--- config.mk ---
export PLATFORM = sky130hd
export DESIGN_NAME = mat_sigmoid_grad
export DESIGN_NICKNAME = d
export VERILOG_FILES = /design/src/rtl/mat_sigmoid_grad.sv
export SDC_FILE = /design/constraint.sdc
export NUM_CORES = 2
export LEC_CHECK = 0
export BUFFER_PORTS_ARGS = -buffer_cell sky130_fd_sc_hd__buf_4
export CORE_MARGIN = 1
export CORE_UTILIZATION = 50
export CTS_CLUSTER_DIAMETER = 60
export DETAILED_ROUTE_END_ITERATION = 12
export PLACE_DENSITY_LB_ADDON = 0.1
export SLEW_MARGIN = 20
export SYNTH_ARGS = -nofsm -noshare
export SYNTH_HDL_FRONTEND = slang
export SYNTH_HIERARCHICAL = 1
export SYNTH_SLANG_ARGS = --single-unit
--- constraint.sdc ---
create_clock -name clk -period 27.8 [get_ports clk]
set_clock_uncertainty 0.2 [all_clocks]
set_input_delay 5.56 -clock clk [delete_from_list [all_inputs] [get_ports clk]]
set_output_delay 5.56 -clock clk [all_outputs]
set_load 0.005 [all_outputs]
--- src/rtl/mat_sigmoid_grad.sv ---
// Elementwise sigmoid backward pass Z = G * Y * (1 - Y), serialized through one adder and one multiplier.
// Define MAT_SIGMOID_GRAD_ZERO_SKIP_EN to bypass the cores for elements whose gradient is +/-0.

module float_core #(
    parameter bit IS_MUL = 1'b0
) (
    input  logic        clk,
    input  logic        rst,
    input  logic [31:0] a,
    input  logic [31:0] b,
    input  logic        in_stb,
    output logic        in_ack,
    output logic [31:0] z,
    output logic        z_stb,
    input  logic        z_ack
);
    typedef enum logic [1:0] {C_IDLE, C_CALC, C_PUT} core_state_t;

    core_state_t state;
    logic [31:0] a_q, b_q;

    // Denormals flush to zero; exponent 255 is not special-cased.
    function automatic logic [31:0] fadd(input logic [31:0] a_in, input logic [31:0] b_in);
        logic [31:0]       x, y;
        logic [7:0]        d;
        logic [26:0]       my;
        logic [27:0]       s;
        logic [23:0]       r;
        logic signed [9:0] e;
        if (a_in[30:23] == 8'd0) return (b_in[30:23] == 8'd0) ? {a_in[31] & b_in[31], 31'd0} : b_in;
        if (b_in[30:23] == 8'd0) return a_in;
        if (a_in[30:0] >= b_in[30:0]) begin x = a_in; y = b_in; end
        else begin x = b_in; y = a_in; end
        d  = x[30:23] - y[30:23];
        my = {1'b1, y[22:0], 3'b000};
        for (int i = 0; i < 27; i++)
            if (i < int'(d)) my = {1'b0, my[26:2], my[1] | my[0]};
        e = $signed({2'b00, x[30:23]});
        if (x[31] == y[31]) s = {2'b01, x[22:0], 3'b000} + {1'b0, my};
        else                s = {2'b01, x[22:0], 3'b000} - {1'b0, my};
        if (s == 28'd0) return 32'd0;
        if (s[27]) begin
            s = {1'b0, s[27:2], s[1] | s[0]};
            e = e + 10'sd1;
        end
        for (int i = 0; i < 26; i++)
            if (!s[26]) begin s = {s[26:0], 1'b0}; e = e - 10'sd1; end
        r = {1'b0, s[25:3]} + {23'd0, s[2] & (s[1] | s[0] | s[3])};
        if (r[23]) e = e + 10'sd1;
        if (e <= 10'sd0)   return {x[31], 31'd0};
        if (e >= 10'sd255) return {x[31], 8'hff, 23'd0};
        return {x[31], e[7:0], r[22:0]};
    endfunction

    function automatic logic [31:0] fmul(input logic [31:0] a_in, input logic [31:0] b_in);
        logic              sg;
        logic [47:0]       p;
        logic [22:0]       f;
        logic              rnd;
        logic [23:0]       r;
        logic signed [9:0] e;
        sg = a_in[31] ^ b_in[31];
        if (a_in[30:23] == 8'd0 || b_in[30:23] == 8'd0) return {sg, 31'd0};
        p = {24'd0, 1'b1, a_in[22:0]} * {24'd0, 1'b1, b_in[22:0]};
        e = $signed({2'b00, a_in[30:23]}) + $signed({2'b00, b_in[30:23]}) - 10'sd127;
        if (p[47]) begin
            f   = p[46:24];
            rnd = p[23] & ((|p[22:0]) | p[24]);
            e   = e + 10'sd1;
        end else begin
            f   = p[45:23];
            rnd = p[22] & ((|p[21:0]) | p[23]);
        end
        r = {1'b0, f} + {23'd0, rnd};
        if (r[23]) e = e + 10'sd1;
        if (e <= 10'sd0)   return {sg, 31'd0};
        if (e >= 10'sd255) return {sg, 8'hff, 23'd0};
        return {sg, e[7:0], r[22:0]};
    endfunction

    always_ff @(posedge clk) begin
        if (rst) begin
            state  <= C_IDLE;
            in_ack <= 1'b0;
            z_stb  <= 1'b0;
            z      <= '0;
            a_q    <= '0;
            b_q    <= '0;
        end else begin
            case (state)
                C_IDLE: begin
                    in_ack <= 1'b1;
                    if (in_stb && in_ack) begin
                        a_q    <= a;
                        b_q    <= b;
                        in_ack <= 1'b0;
                        state  <= C_CALC;
                    end
                end
                C_CALC: begin
                    z     <= IS_MUL ? fmul(a_q, b_q) : fadd(a_q, b_q);
                    z_stb <= 1'b1;
                    state <= C_PUT;
                end
                C_PUT: begin
                    if (z_stb && z_ack) begin
                        z_stb <= 1'b0;
                        state <= C_IDLE;
                    end
                end
                default: state <= C_IDLE;
            endcase
        end
    end
endmodule

// state        | meaning
// GET_INPUT    | waiting for Y/G, input_mat_ack high
// SUB          | t = 1 - Y[k] on the adder
// MUL_YT       | p = Y[k] * t on the multiplier
// MUL_G        | Z[k] = p * G[k] on the multiplier
// NEXT         | advance k or finish
// PUT_OUTPUT   | presenting Z, output_mat_stb high
module mat_sigmoid_grad #(
    parameter int M = 2,
    parameter int N = 3
) (
    input  logic                      clk,
    input  logic                      rst,
    input  logic [M-1:0][N-1:0][31:0] input_mat,
    input  logic [M-1:0][N-1:0][31:0] input_grad,
    input  logic                      input_mat_stb,
    output logic                      input_mat_ack,
    output logic [M-1:0][N-1:0][31:0] output_mat,
    output logic                      output_mat_stb,
    input  logic                      output_mat_ack
);
    localparam int            E      = M * N;
    localparam int            KW     = (E > 1) ? $clog2(E) : 1;
    localparam logic [KW-1:0] K_LAST = KW'(E - 1);
    localparam logic [31:0]   ONE    = 32'h3f800000;

    typedef enum logic [2:0] {S_GET_INPUT, S_SUB, S_MUL_YT, S_MUL_G, S_NEXT, S_PUT_OUTPUT} state_t;

    state_t             state;
    logic [KW-1:0]      k;
    logic [E-1:0][31:0] y_q, g_q, z_q;
    logic [31:0]        t_q, p_q, y_k, g_k;
    logic               busy;
    logic               add_stb, add_in_ack, add_z_stb, add_z_ack;
    logic [31:0]        add_z;
    logic               mul_stb, mul_in_ack, mul_z_stb, mul_z_ack;
    logic [31:0]        mul_a, mul_b, mul_z;

    assign y_k        = y_q[k];
    assign g_k        = g_q[k];
    assign mul_a      = (state == S_MUL_G) ? p_q : y_k;
    assign mul_b      = (state == S_MUL_G) ? g_k : t_q;
    assign output_mat = z_q;

    float_core #(.IS_MUL(1'b0)) u_adder (
        .clk(clk), .rst(rst), .a(ONE), .b({~y_k[31], y_k[30:0]}),
        .in_stb(add_stb), .in_ack(add_in_ack),
        .z(add_z), .z_stb(add_z_stb), .z_ack(add_z_ack)
    );

    float_core #(.IS_MUL(1'b1)) u_multiplier (
        .clk(clk), .rst(rst), .a(mul_a), .b(mul_b),
        .in_stb(mul_stb), .in_ack(mul_in_ack),
        .z(mul_z), .z_stb(mul_z_stb), .z_ack(mul_z_ack)
    );

    always_ff @(posedge clk) begin
        if (rst) begin
            state          <= S_GET_INPUT;
            k              <= '0;
            input_mat_ack  <= 1'b0;
            output_mat_stb <= 1'b0;
            y_q            <= '0;
            g_q            <= '0;
            z_q            <= '0;
            t_q            <= '0;
            p_q            <= '0;
            busy           <= 1'b0;
            add_stb        <= 1'b0;
            add_z_ack      <= 1'b0;
            mul_stb        <= 1'b0;
            mul_z_ack      <= 1'b0;
        end else begin
            case (state)
                S_GET_INPUT: begin
                    input_mat_ack <= 1'b1;
                    if (input_mat_stb && input_mat_ack) begin
                        y_q           <= input_mat;
                        g_q           <= input_grad;
                        k             <= '0;
                        input_mat_ack <= 1'b0;
                        state         <= S_SUB;
                    end
                end
                S_SUB: begin
`ifdef MAT_SIGMOID_GRAD_ZERO_SKIP_EN
                    if (!busy && g_k[30:0] == 31'd0) begin
                        z_q[k] <= 32'd0;
                        state  <= S_NEXT;
                    end else
`endif
                    if (!busy) begin
                        add_stb <= 1'b1;
                        busy    <= 1'b1;
                    end else begin
                        if (add_stb && add_in_ack) add_stb <= 1'b0;
                        if (add_z_stb && add_z_ack) begin
                            t_q       <= add_z;
                            add_z_ack <= 1'b0;
                            busy      <= 1'b0;
                            state     <= S_MUL_YT;
                        end else if (add_z_stb) begin
                            add_z_ack <= 1'b1;
                        end
                    end
                end
                S_MUL_YT, S_MUL_G: begin
                    if (!busy) begin
                        mul_stb <= 1'b1;
                        busy    <= 1'b1;
                    end else begin
                        if (mul_stb && mul_in_ack) mul_stb <= 1'b0;
                        if (mul_z_stb && mul_z_ack) begin
                            mul_z_ack <= 1'b0;
                            busy      <= 1'b0;
                            if (state == S_MUL_YT) begin
                                p_q   <= mul_z;
                                state <= S_MUL_G;
                            end else begin
                                z_q[k] <= mul_z;
                                state  <= S_NEXT;
                            end
                        end else if (mul_z_stb) begin
                            mul_z_ack <= 1'b1;
                        end
                    end
                end
                S_NEXT: begin
                    if (k == K_LAST) begin
                        output_mat_stb <= 1'b1;
                        state          <= S_PUT_OUTPUT;
                    end else begin
                        k     <= k + 1'b1;
                        state <= S_SUB;
                    end
                end
                S_PUT_OUTPUT: begin
                    if (output_mat_stb && output_mat_ack) begin
                        output_mat_stb <= 1'b0;
                        input_mat_ack  <= 1'b1;
                        state          <= S_GET_INPUT;
                    end
                end
                default: state <= S_GET_INPUT;
            endcase
        end
    end
endmodule

==> results.cfg <==
[logic_synthesis]
ys_seq_area_share_pct = 22.17
synthAdderAreaFrac_pct = 17.46
synthSimpleGateAreaFrac_pct = 24.33
synth_compound_area_share_pct = 21.38
async_flop_share_pct = 0
synth_edf_count = 0
yosysWarnings = 6
synth_top_area_cell = dfxtp_1
synth_top_area_share_pct = 22.17
avgSynthCellArea_um2 = 7.451
yosys-top-cells-area = dfxtp_1 (22%), fa_1 (13%), nand2_1 (11%), a21oi_1 (8.2%), ha_1 (4.9%)
synth_flop_cell = dfxtp_1
synth_mux_area_share_pct = 3.690
synthTopCellsByCount = nand2_1 (2300), a21oi_1 (1264), dfxtp_1 (853), inv_1 (734), nor2_1 (556)
synth.distinct_cells = 141
yosys_register_bits = 853
syn_area_mm2 = 0.07704
synth_xor_area_share_pct = 3.544
yosysMostFrequentCell = nand2_1
synth_top_family_by_area = simple AND/OR/NAND/NOR gates
synth_cells = 10340

[global_routing]
grt_overflow = 0
antenna_found_initial = 26
grt_max_degree = 251
grt_pass1_vias = 76060
grt_pass1_wl_um = 478500
grt.total_usage_pct = 39.70

[die]
start_util_pct = 50.54
num_rows = 143
die_x_um = 394.5
coreArea_mm2 = 0.1524
die_h_um = 394.5
io_pins = 582
die-area_mm2 = 0.1557

[place]
place.gp.congestion = 1.003
port_buffers = 581
post-place-cells = 12680
hpwl_um = 242000

[sta]
max_slew_margin_pct = 3.216
fin_crit_ps = 26200
worst_hold_slack_ps = 252.7
setup-violations-final = 0
timing.fmax_ghz = 0.03816
worstMarginPinSlew_ps = 1437
tns_ps = 0
post-route-period-util_pct = 94.26
drv_slew = 0
hold_violations = 0
rsz0062_at_grt = false

[clock_tree]
clock-sinks = 853
path_clk_slew_ps = 70
cts_tree = yes
cts_made_buffers = 88
post_cts_buffers = 0
clockBufferDepth = 3
cts_max_level = 3
worstSkewPairLatency_ps = 730
cts_root_buf = clkbuf_16

[hold_path]
hold_class = reg -> reg

[cells_and_area]
multi_input_area_mm2 = 0.05447
nNetsFinal = 11910
drive_gt1_share_pct = 13.39
num-fill-cells = 14450
final-seq-area_mm2 = 0.01709
syn_to_final_growth_pct = 13.44
layout.cells.non_filler = 12860
final_core_util_pct = 57.33

[setup_path]
critical-path-max-stage-delay_ps = 710
start_kind = flip-flop
path_class = reg -> reg
cp_slowest_cell = nor3_1
cp_max_fo = 17
cp.required_ps = 28210
cp_common_cell = ha_1
endpoint_kind = flip-flop
arrival_ps = 26620

[detailed_routing]
drc_errors = 0
wl_um = 318700
vias = 79020
final_antenna_net_count = 0
wl_per_cell_um = 24.78
viasPerCell = 6.144
first_pass_iters = 8
drt_iter0_markers = 8342

[run_status]
outcome = finished, final reports clean

[job]
drv_cap = 0
## timing repair
| item | 4_1_cts | 5_1_grt |
|---|---|---|
| setup endpoints to repair | 0 | 8 |
| hold buffers | 0 | 0 |
| endpoints found under the hold margin | 0 | 0 |
| gates resized for setup | 0 | 1 |
## layout by cell type (no fill, tap or decap), drive strengths merged, types with 87 or more instances in the layout
cell    instances
nand4          90
a211oi         90
xor2           89
and2          326
inv           744
a21oi        1268
nand2        2306
nand3         188
nor3          199
o21ai         370
o211ai         87
mux2i         140
ha            299
clkbuf        121
nor2          565
mux2          102
buf           963
xnor2         179
fa            484
dfxtp         853
## routing by layer
layer  routed length, µm  up-vias  part of all wire, %  track usage (%)
li1                    -    36090                    -                -
met1              128700    38370                   40            51.95
met2              143200     3770                   45            62.37
met3               28830      774                  9.0            7.523
met4               17870       14                  5.6            20.03
met5                 106        -                0.033                0
## critical path, delay by kind of cell (launching register included)
family          cells  cell delay [ps]
mux                 9             1290
simple gates       35             5440
buf+inv            10             1620
xor+xnor            5             1490
flops               1              380
compound gates     41             8760
fa+ha+maj          23             6910
## through the flow
stage	area, µm²	worst slack [ps]
5_1_grt	87380	96.01
4_1_cts	87350	1938
6_report	87390	1595
3_3_place_gp	84170	2257
3_5_place_dp	84200	2108
2_1_floorplan	77150	3148
## kinds of logic (layout without fill, tap and decap cells)
| logic type | after synthesis | in the layout |
|---|---|---|
| simple gates | 4118 | 4118 |
| compound gates | 2624 | 2624 |
| mux | 255 | 255 |
| flops | 853 | 853 |
| fa+ha+maj | 785 | 785 |
| other cells | 2 | 50 |
| xor+xnor | 275 | 275 |
| buf+inv | 1427 | 1870 |
## registers in the layout (all words and copies together), names as in the netlist, 2 cells and up
| register | cells |
|---|---|
| u_adder/b_q | 32 |
| y_q | 192 |
| u_adder/z | 32 |
| t_q | 32 |
| u_multiplier/state | 2 |
| state | 3 |
| u_multiplier/a_q | 32 |
| output_mat | 192 |
| u_multiplier/b_q | 32 |
| k | 3 |
| u_multiplier/z | 32 |
| p_q | 32 |
| g_q | 192 |
| u_adder/state | 2 |
| u_adder/a_q | 32 |
## layout make-up
class,instances,area share [%]
Timing Repair Buffer,963,8.367
Antenna cell,18,0.05154
Clock inverter,42,0.6256
Clock buffer,121,2.974
Tap cell,2030,2.906
Inverter,744,3.196
Sequential cell,853,19.55
Multi-Input combinational cell,8089,62.33
## path summary, 6_finish.rpt
| kind | cells after the start | slack (ps) | to | from |
|---|---|---|---|---|
| min reg2reg | 2 | 250 | g_q[29] | g_q[29] |
| min | 2 | 250 | g_q[29] | g_q[29] |
| max | 123 | 1600 | u_adder/z[17] | u_adder/b_q[28] |
| max reg2reg | 123 | 1600 | u_adder/z[17] | u_adder/b_q[28] |
Power is not shown: default switching activity piles up to over one toggle a cycle in this logic, so the estimate is an artifact.
